File: src/rtl/ps2_host_tx.sv
// ps2_host_tx: PS/2 host-to-device command transmitter; optional input FIFO via PS2_TX_FIFO_EN
module ps2_host_tx #(
  parameter int INHIBIT_CYCLES = 5000,
  parameter int RTS_TIMEOUT_CYCLES = 750000,
  parameter int XFER_TIMEOUT_CYCLES = 100000,
  parameter int FIFO_AW = 2
) (
  input  logic       CLOCK_50,
  input  logic       reset,
  input  logic [7:0] tx_data,
  input  logic       tx_valid,
  output logic       tx_ready,
  input  logic       ps2_clk_in,
  input  logic       ps2_dat_in,
  output logic       ps2_clk_oe,
  output logic       ps2_dat_oe,
  output logic       busy,
  output logic       tx_done,
  output logic       tx_error
);
  localparam int TMAX = RTS_TIMEOUT_CYCLES > XFER_TIMEOUT_CYCLES ? RTS_TIMEOUT_CYCLES : XFER_TIMEOUT_CYCLES;
  localparam int CMAX = TMAX > INHIBIT_CYCLES ? TMAX : INHIBIT_CYCLES;
  localparam int CW = $clog2(CMAX + 1);
  typedef enum logic [2:0] {IDLE, INHIBIT, RTS, DATA, ACK, WAIT_IDLE, ERR} state_t;
  state_t state;
  logic [CW-1:0] cnt;
  logic [9:0] sh;
  logic [3:0] bitn;
  logic nack;
  logic [1:0] clk_s, dat_s;
  logic clk_prev, fall;
  logic start;
  logic [7:0] start_data;
`ifdef PS2_TX_FIFO_EN
  logic [7:0] mem [2**FIFO_AW];
  logic [FIFO_AW:0] wp, rp;
  logic empty, full, push;
  assign empty = wp == rp;
  assign full = (wp ^ rp) == {1'b1, {FIFO_AW{1'b0}}};
  assign push = tx_valid & ~full;
  assign start = (state == IDLE) & ~empty;
  assign start_data = mem[rp[FIFO_AW-1:0]];
  assign tx_ready = ~full;
  assign busy = (state != IDLE) | ~empty;
  // FIFO storage: written on every accepted byte, no reset needed
  always_ff @(posedge CLOCK_50)
    if (push) mem[wp[FIFO_AW-1:0]] <= tx_data;
  // FIFO pointers: push on accept, pop when the FSM picks up a byte
  always_ff @(posedge CLOCK_50 or posedge reset)
    if (reset) begin
      wp <= '0;
      rp <= '0;
    end else begin
      if (push) wp <= wp + 1'b1;
      if (start) rp <= rp + 1'b1;
    end
`else
  assign start = (state == IDLE) & tx_valid;
  assign start_data = tx_data;
  assign tx_ready = state == IDLE;
  assign busy = state != IDLE;
`endif
  // Pad synchronisers and registered falling-edge detect of the device clock; bus idles high
  always_ff @(posedge CLOCK_50 or posedge reset)
    if (reset) begin
      clk_s <= 2'b11;
      dat_s <= 2'b11;
      clk_prev <= 1'b1;
      fall <= 1'b0;
    end else begin
      clk_s <= {clk_s[0], ps2_clk_in};
      dat_s <= {dat_s[0], ps2_dat_in};
      clk_prev <= clk_s[1];
      fall <= clk_prev & ~clk_s[1];
    end
  // Transmit FSM: inhibit, request-to-send, shift frame on device falls, check ACK
  always_ff @(posedge CLOCK_50 or posedge reset)
    if (reset) begin
      state <= IDLE;
      cnt <= '0;
      sh <= '0;
      bitn <= '0;
      nack <= 1'b0;
      ps2_clk_oe <= 1'b0;
      ps2_dat_oe <= 1'b0;
      tx_done <= 1'b0;
      tx_error <= 1'b0;
    end else begin
      tx_done <= 1'b0;
      tx_error <= 1'b0;
      case (state)
        IDLE: if (start) begin
          sh <= {1'b1, ~^start_data, start_data};
          cnt <= '0;
          ps2_clk_oe <= 1'b1;
          state <= INHIBIT;
        end
        INHIBIT: begin
          cnt <= cnt + 1'b1;
          if (cnt == CW'(INHIBIT_CYCLES - 2)) ps2_dat_oe <= 1'b1;
          if (cnt == CW'(INHIBIT_CYCLES - 1)) begin
            ps2_clk_oe <= 1'b0;
            cnt <= '0;
            state <= RTS;
          end
        end
        RTS: if (fall) begin
          ps2_dat_oe <= ~sh[0];
          sh <= {1'b1, sh[9:1]};
          bitn <= '0;
          cnt <= '0;
          state <= DATA;
        end else if (cnt == CW'(RTS_TIMEOUT_CYCLES)) begin
          ps2_dat_oe <= 1'b0;
          state <= ERR;
        end else cnt <= cnt + 1'b1;
        DATA, ACK, WAIT_IDLE: begin
          cnt <= cnt + 1'b1;
          if (cnt == CW'(XFER_TIMEOUT_CYCLES)) begin
            ps2_dat_oe <= 1'b0;
            state <= ERR;
          end else if (state == DATA) begin
            if (fall) begin
              ps2_dat_oe <= ~sh[0];
              sh <= {1'b1, sh[9:1]};
              bitn <= bitn + 1'b1;
              if (bitn == 4'd8) state <= ACK;
            end
          end else if (state == ACK) begin
            if (fall) begin
              nack <= dat_s[1];
              state <= WAIT_IDLE;
            end
          end else if (clk_s[1] & dat_s[1]) begin
            tx_done <= 1'b1;
            tx_error <= nack;
            state <= IDLE;
          end
        end
        ERR: begin
          ps2_clk_oe <= 1'b0;
          ps2_dat_oe <= 1'b0;
          tx_done <= 1'b1;
          tx_error <= 1'b1;
          state <= IDLE;
        end
        default: state <= IDLE;
      endcase
    end
endmodule

File: config.mk
export PLATFORM = sky130hd
export DESIGN_NAME = ps2_host_tx
export DESIGN_NICKNAME = d
export VERILOG_FILES = /design/src/rtl/ps2_host_tx.sv
export SDC_FILE = /design/constraint.sdc
export NUM_CORES = 1
export LEC_CHECK = 0
export ABC_AREA = 1
export CAP_MARGIN = 20
export CORE_ASPECT_RATIO = 1.2
export CORE_MARGIN = 2
export CORE_UTILIZATION = 56
export CTS_CLUSTER_DIAMETER = 80
export CTS_CLUSTER_SIZE = 25
export DETAILED_ROUTE_END_ITERATION = 7
export MAX_ROUTING_LAYER = met4
export PLACE_DENSITY = 0.8
export REMOVE_ABC_BUFFERS = 1
export SYNTH_ARGS = -nofsm -noshare
export SYNTH_HDL_FRONTEND = slang
export SYNTH_SLANG_ARGS = --single-unit
File: constraint.sdc
create_clock -name CLOCK_50 -period 2.35 [get_ports CLOCK_50]
set_input_delay 0.3525 -clock CLOCK_50 [delete_from_list [all_inputs] [get_ports CLOCK_50]]
set_output_delay 0.3525 -clock CLOCK_50 [all_outputs]
set_load 0.03 [all_outputs]
Word-level counts from Yosys, hierarchy flattened:

Index checks and enable logic that the tools add are counted.

* add/subtract/negate cells: 2
* equality and inequality tests: 26
* muxes and demuxes: 47
* bitwise logic cells: 7
* reductions and logical operators: 16

Operator list (number)
* $mux 20: 4
* $pmux 20 s4: 1
* $eq 20x13->1 const B: 2
* $mux 10: 4
* $mux 3: 11
* $pmux 10 s3: 1
* $add 20x1->20 const B: 1
* $eq 20x17->1 const B: 1
* $eq 20x20->1 const B: 1
* $mux 1: 16
* $mux 4: 4
* $reduce_and 5->1: 3
* $ne 2x2->1 const B: 6
* $ne 3x3->1 const B: 4
* $ne 4x4->1 const B: 3
* $pmux 3 s4: 1
* $eq 3x3->1 const B: 3
* $reduce_bool 3->1: 3
* $pmux 4 s2: 1
* $reduce_bool 4->1: 2
* $reduce_xnor 8->1: 1
* $reduce_and 7->1: 1
* $eq 3x2->1 const B: 2
* $reduce_and 3->1: 2
* 14 further kinds: 20

* flip-flop bits (word level): 48
* input port bits: 13
* output and inout port bits: 6
* word-level logic and storage cells: 111

Depth between registers and ports, before layout:

* depth in word-level cells: 6
* depth in mapped cells: 12
* gate-level depth less buffers: 12

Worst setup path after synthesis:

No wires, ideal clock.

* kind: flip-flop to flip-flop
* start point: register state[1]
* end point: register sh[0]
* setup time: 122 ps
* data arrival time: 1614 ps
* data required time: 2228 ps
* setup slack: 614 ps
* stages on the path, launching flop included: 10
* path buffers: 1
* period minus slack after synthesis: 1736 ps
* cell sequence: dfrtp_1 > nor2_2 > nand2_2 > inv_1 > nand2_1 > nand2_4 > clkinv_4 > buf_8 > nand2_1 > o21ai_2

* word-level cells in the longest chain between the ends: 4
* elaborated cells between the ends (all ways): 13
* classes of those cells: eq/ne (7); mux (1); bitwise (1); reduce/logical (4)

Ends and longest elaborated chain
* start: declaration: RTL line 25 `state_t state;`
* start signal: assignment: RTL line 79 `state <= IDLE;`
* start signal: assignment: RTL line 96 `state <= INHIBIT;`
* start signal: assignment: RTL line 104 `state <= RTS;`
* $logic_not 3->1 *
* via tx_ready: RTL line 12 `output logic tx_ready,`
* $and 1x1->1: RTL line 58 `assign start = (state == IDLE) & tx_valid;`
* $ne 2x1->1 (no source line)
* $reduce_and 4->1 (no source line)
* end signal: assignment: RTL line 93 `sh <= {1'b1, ~^start_data, start_data};`
* end signal: assignment: RTL line 109 `sh <= {1'b1, sh[9:1]};`
* end signal: assignment: RTL line 125 `sh <= {1'b1, sh[9:1]};`
* end: declaration: RTL line 27 `logic [9:0] sh;`

Mark *: on every way through the listed nets, which the timed path passes. The rest lies on a longest branch.
A chain may end at the register's enable or synchronous reset.

Worst setup path after layout:

* start point: register state[1]
* end point: output port tx_ready

* word-level cells in the longest chain between the ends: 1

Ends and longest elaborated chain
* $logic_not 3->1: RTL line 60 `assign tx_ready = state == IDLE;`
* end: declaration: RTL line 12

No other way between the ends.

==> key figures <==
Outcome
  – Status: completed

Route
  – Routed vias: 3316
  – Vias per cell: 5.54
  – First DRT Iteration DRCs: 290
  – # DRC: 0
  – Post-DRT Antenna Nets: 0
  – Avg WL per Cell: 14.2 um
  – Drt total wl: 8530 um
  – Initial DRT Pass Iterations: 5

Synth
  – Cells after Synth: 495
  – Mux share of post-synthesis cell area: 2.36%
  – Sequential area share after synthesis: 35.6%
  – Largest family of logic cells by synthesized area: simple AND/OR/NAND/NOR gates
  – Synth Area in Compound Gates: 5.83%
  – Syn avg cell area: 6.85 um^2
  – Fraction of the mapped netlist area in adder cells: 1.84%
  – Synth area leaders: dfrtp_1 (32%), nand2_1 (17%), nand3_1 (9.1%), inv_1 (6.5%), nor2_1 (5.0%)
  – Yosys top cell by area: dfrtp_1
  – Synth warn: 0
  – Synth top area share: 31.7%
  – Commonest cells in the netlist: nand2_1 (156), nand3_1 (62), inv_1 (59)
  – Asr flop ratio synth: 100%
  – Top FF cell, synth: dfrtp_1
  – Post-synth EDFFs: 0
  – Synth Area in Simple Gates: 41.2%
  – Top-count cell post-synth: nand2_1
  – Yosys reg bits: 48
  – Post-Syn Area: 3390 um^2
  – Yosys cell types: 36
  – Post-synthesis xor/xnor area fraction: 2.84%

Clock network
  – CTS resizes: 0
  – CTS clk-pin slew, worst paths: 0.10 ns
  – # hold bufs at CTS: 0
  – Worst skew pair latency: 0.31 ns
  – H-tree levels: 2
  – Setup bufs post-CTS: 0
  – Root Buffer Master: clkbuf_8
  – CTS Buf Count: 5
  – TritonCTS clock tree: built
  – Clock Path Buffers: 2
  – Count of clock tree sinks: 48

STA
  – Final hold viol count: 0
  – TNS Setup: 0 ns
  – Clock Skews: 0.0122 ns
  – Final period util: 94.6%
  – Relative slew slack: 67.8%
  – Hold Slack: 0.327 ns
  – Achievable clock frequency: 450 MHz
  – RSZ-0062 raised after global routing: no
  – Setup violators final: 0
  – Slew Limit Fails: 0
  – Final min period: 2.22 ns
  – Slew at the pin with the worst max-slew slack: 0.479 ns

Finish
  – Final instance area: 3770 um^2
  – Layout cell share with drive strength beyond 1: 11.0%
  – N_diodes: 0
  – Final #Nets: 534
  – Area Overhead vs Synth: 11.0%
  – Fill cells: 527

Floorplan
  – Core footprint: 5930 um^2
  – Initial core utilization: 57.2%
  – IO Count: 19
  – Die height: 89.3 um
  – Die area: 6700 um^2
  – Die W: 75.0 um
  – FP Rows: 31

Power and ir drop
  – Sequential group share of total power: 29.8%
  – Gate power share: 54.7%
  – Clock power frac: 15.5%
  – Internal power: 2.06 mW
  – PwrDens: 1080 nW/um^2
  – Switching Fraction: 49.2%
  – Leak Pwr: 1.86 nW
  – Worst vdd ir: 888 uV
  – Net Switching: 2.00 mW

GRT
  – GRT busiest layer: met2
  – First-pass GRT wire length: 14700 um
  – Initial antenna violation count: 0
  – Pin count of the biggest net entering global routing: 20
  – GRT Overall Usage: 29.2%
  – Vias in the first global route: 3202
  – Global-route met2 utilization: 47.9%
  – M3 GR Usage: 3.95%
  – Met1 usage: 35.6%
  – GRT overflow: 0

Placed design
  – Dpl cell area: 3650 um^2
  – Hpwl dp: 6570 um
  – Port-buffer cells: 18
  – Gp weighted congestion: 1.04

Critical path
  – CP arrival: 1.87 ns
  – Worst-path maximum fanout: 7
  – CP startpoint kind: flop
  – Worst R2R Start: cnt[1]
  – Setup crit start: state[1]
  – Worst Path Required: 2.00 ns
  – Worst Setup End Kind: output port
  – Crit Path Class: reg2out

Flow run
  – Max_cap viols: 0

Min path
  – Tightest Hold Check Type: in2async
==> metal layers <==
layer  part of all wire [%]  vias up
li1                       -     1620
met1                     40     1507
met2                     50      156
met3                    5.9       33
met4                    3.9        0
met5                      0        -
==> flip-flops by register name, summed over array words and instances (netlist names), 2 cells and up <==
name   count
bitn       4
clk_s      2
cnt       20
dat_s      2
sh        10
state      3
==> per-stage QoR <==
| step | setup slack, ns | power, mW | util (%) | instances |
|---|---|---|---|---|
| after floorplan | 0.479 | 2.77 | - | 481 |
| after global placement | 0.388 | 3.36 | 61.5 | 591 |
| after detailed placement | 0.370 | 3.40 | 61.5 | 591 |
| after CTS | 0.133 | 4.04 | 63.5 | 599 |
| after global routing | 0.0924 | 4.38 | 63.5 | 599 |
| final | 0.128 | 4.06 | 63.5 | 599 |
==> logic make-up (layout without fill, tap and decap cells) <==
kind of cell,after synthesis,in the layout
flip-flops,48,48
AND/OR/NAND/NOR,311,311
AO/OA/AOI/OAI,32,32
XOR/XNOR,11,11
buffers and inverters,80,102
adder cells (fa/ha/maj),5,5
multiplexers,8,8
==> worst max-delay path, stage by stage (launching register included) <==
cell and delay (ns):
dfrtp_1 0.48, nor2_2 0.22, nand2_2 0.11, inv_1 0.09, clkdlybuf4s50_1 0.67
==> power by group through the flow <==
stage / Clock [mW] / Combinational [mW] / Sequential [mW]
finish: 0.630 / 2.22 / 1.21
global route: 0.679 / 2.47 / 1.23
CTS: 0.639 / 2.20 / 1.20
detailed placement: 0 / 2.19 / 1.21
global placement: 0 / 2.15 / 1.21
floorplan: 0 / 1.55 / 1.22
==> placed cells by master, fill, tap and decap left out <==
master / synthesis / layout
clkinvlp_4: 0 / 1
clkbuf_8: 0 / 5
bufinv_16: 0 / 1
or2_1: 2 / 2
nand2_2: 3 / 3
a21oi_1: 4 / 4
nor3_2: 1 / 1
o21ai_1: 6 / 6
o21ai_0: 11 / 11
clkinv_4: 1 / 1
nand4_1: 19 / 19
nand3_2: 2 / 2
nor2_2: 7 / 7
nand2_4: 2 / 2
buf_4: 1 / 10
inv_6: 0 / 1
dfrtp_1: 43 / 43
ha_1: 5 / 5
inv_1: 59 / 58
o21ai_2: 8 / 8
o211ai_1: 1 / 1
and2_1: 1 / 1
o21a_1: 1 / 1
o31ai_1: 1 / 1
nand3_1: 62 / 62
or2_2: 1 / 1
nor2_8: 1 / 1
xnor2_1: 5 / 5
clkdlybuf4s50_1: 0 / 18
xor2_1: 6 / 6
nor3_1: 8 / 8
nand2_1: 156 / 156
dfstp_2: 5 / 5
nor2_1: 45 / 45
nand4_2: 1 / 1
mux2i_1: 8 / 8
inv_2: 6 / 7
==> final timing paths <==
kind / end / slack [ns] / cells past startpoint
hold reg to reg: clk_s[1] / 0.36 / 0
setup reg to reg: cnt[16] / 0.37 / 10
min in group CLOCK_50: clk_s[1] / 0.36 / 0
setup / recovery: tx_ready / 0.13 / 4
hold / removal: tx_error / 0.33 / 2
max in group asynchronous: cnt[16] / 1.44 / 3
==> area by class of cell <==
type	count	area, um^2	share of cell area [%]
clock buffers	5	68.8	1.83
flip-flops and latches	48	1210	32.1
inverters	66	253	6.71
clock inverters	3	46.3	1.23
well taps	82	103	2.72
repair buffers	28	255	6.78
multi-input cells	367	1830	48.7
Note: power is estimated with default switching activity, not from simulation.
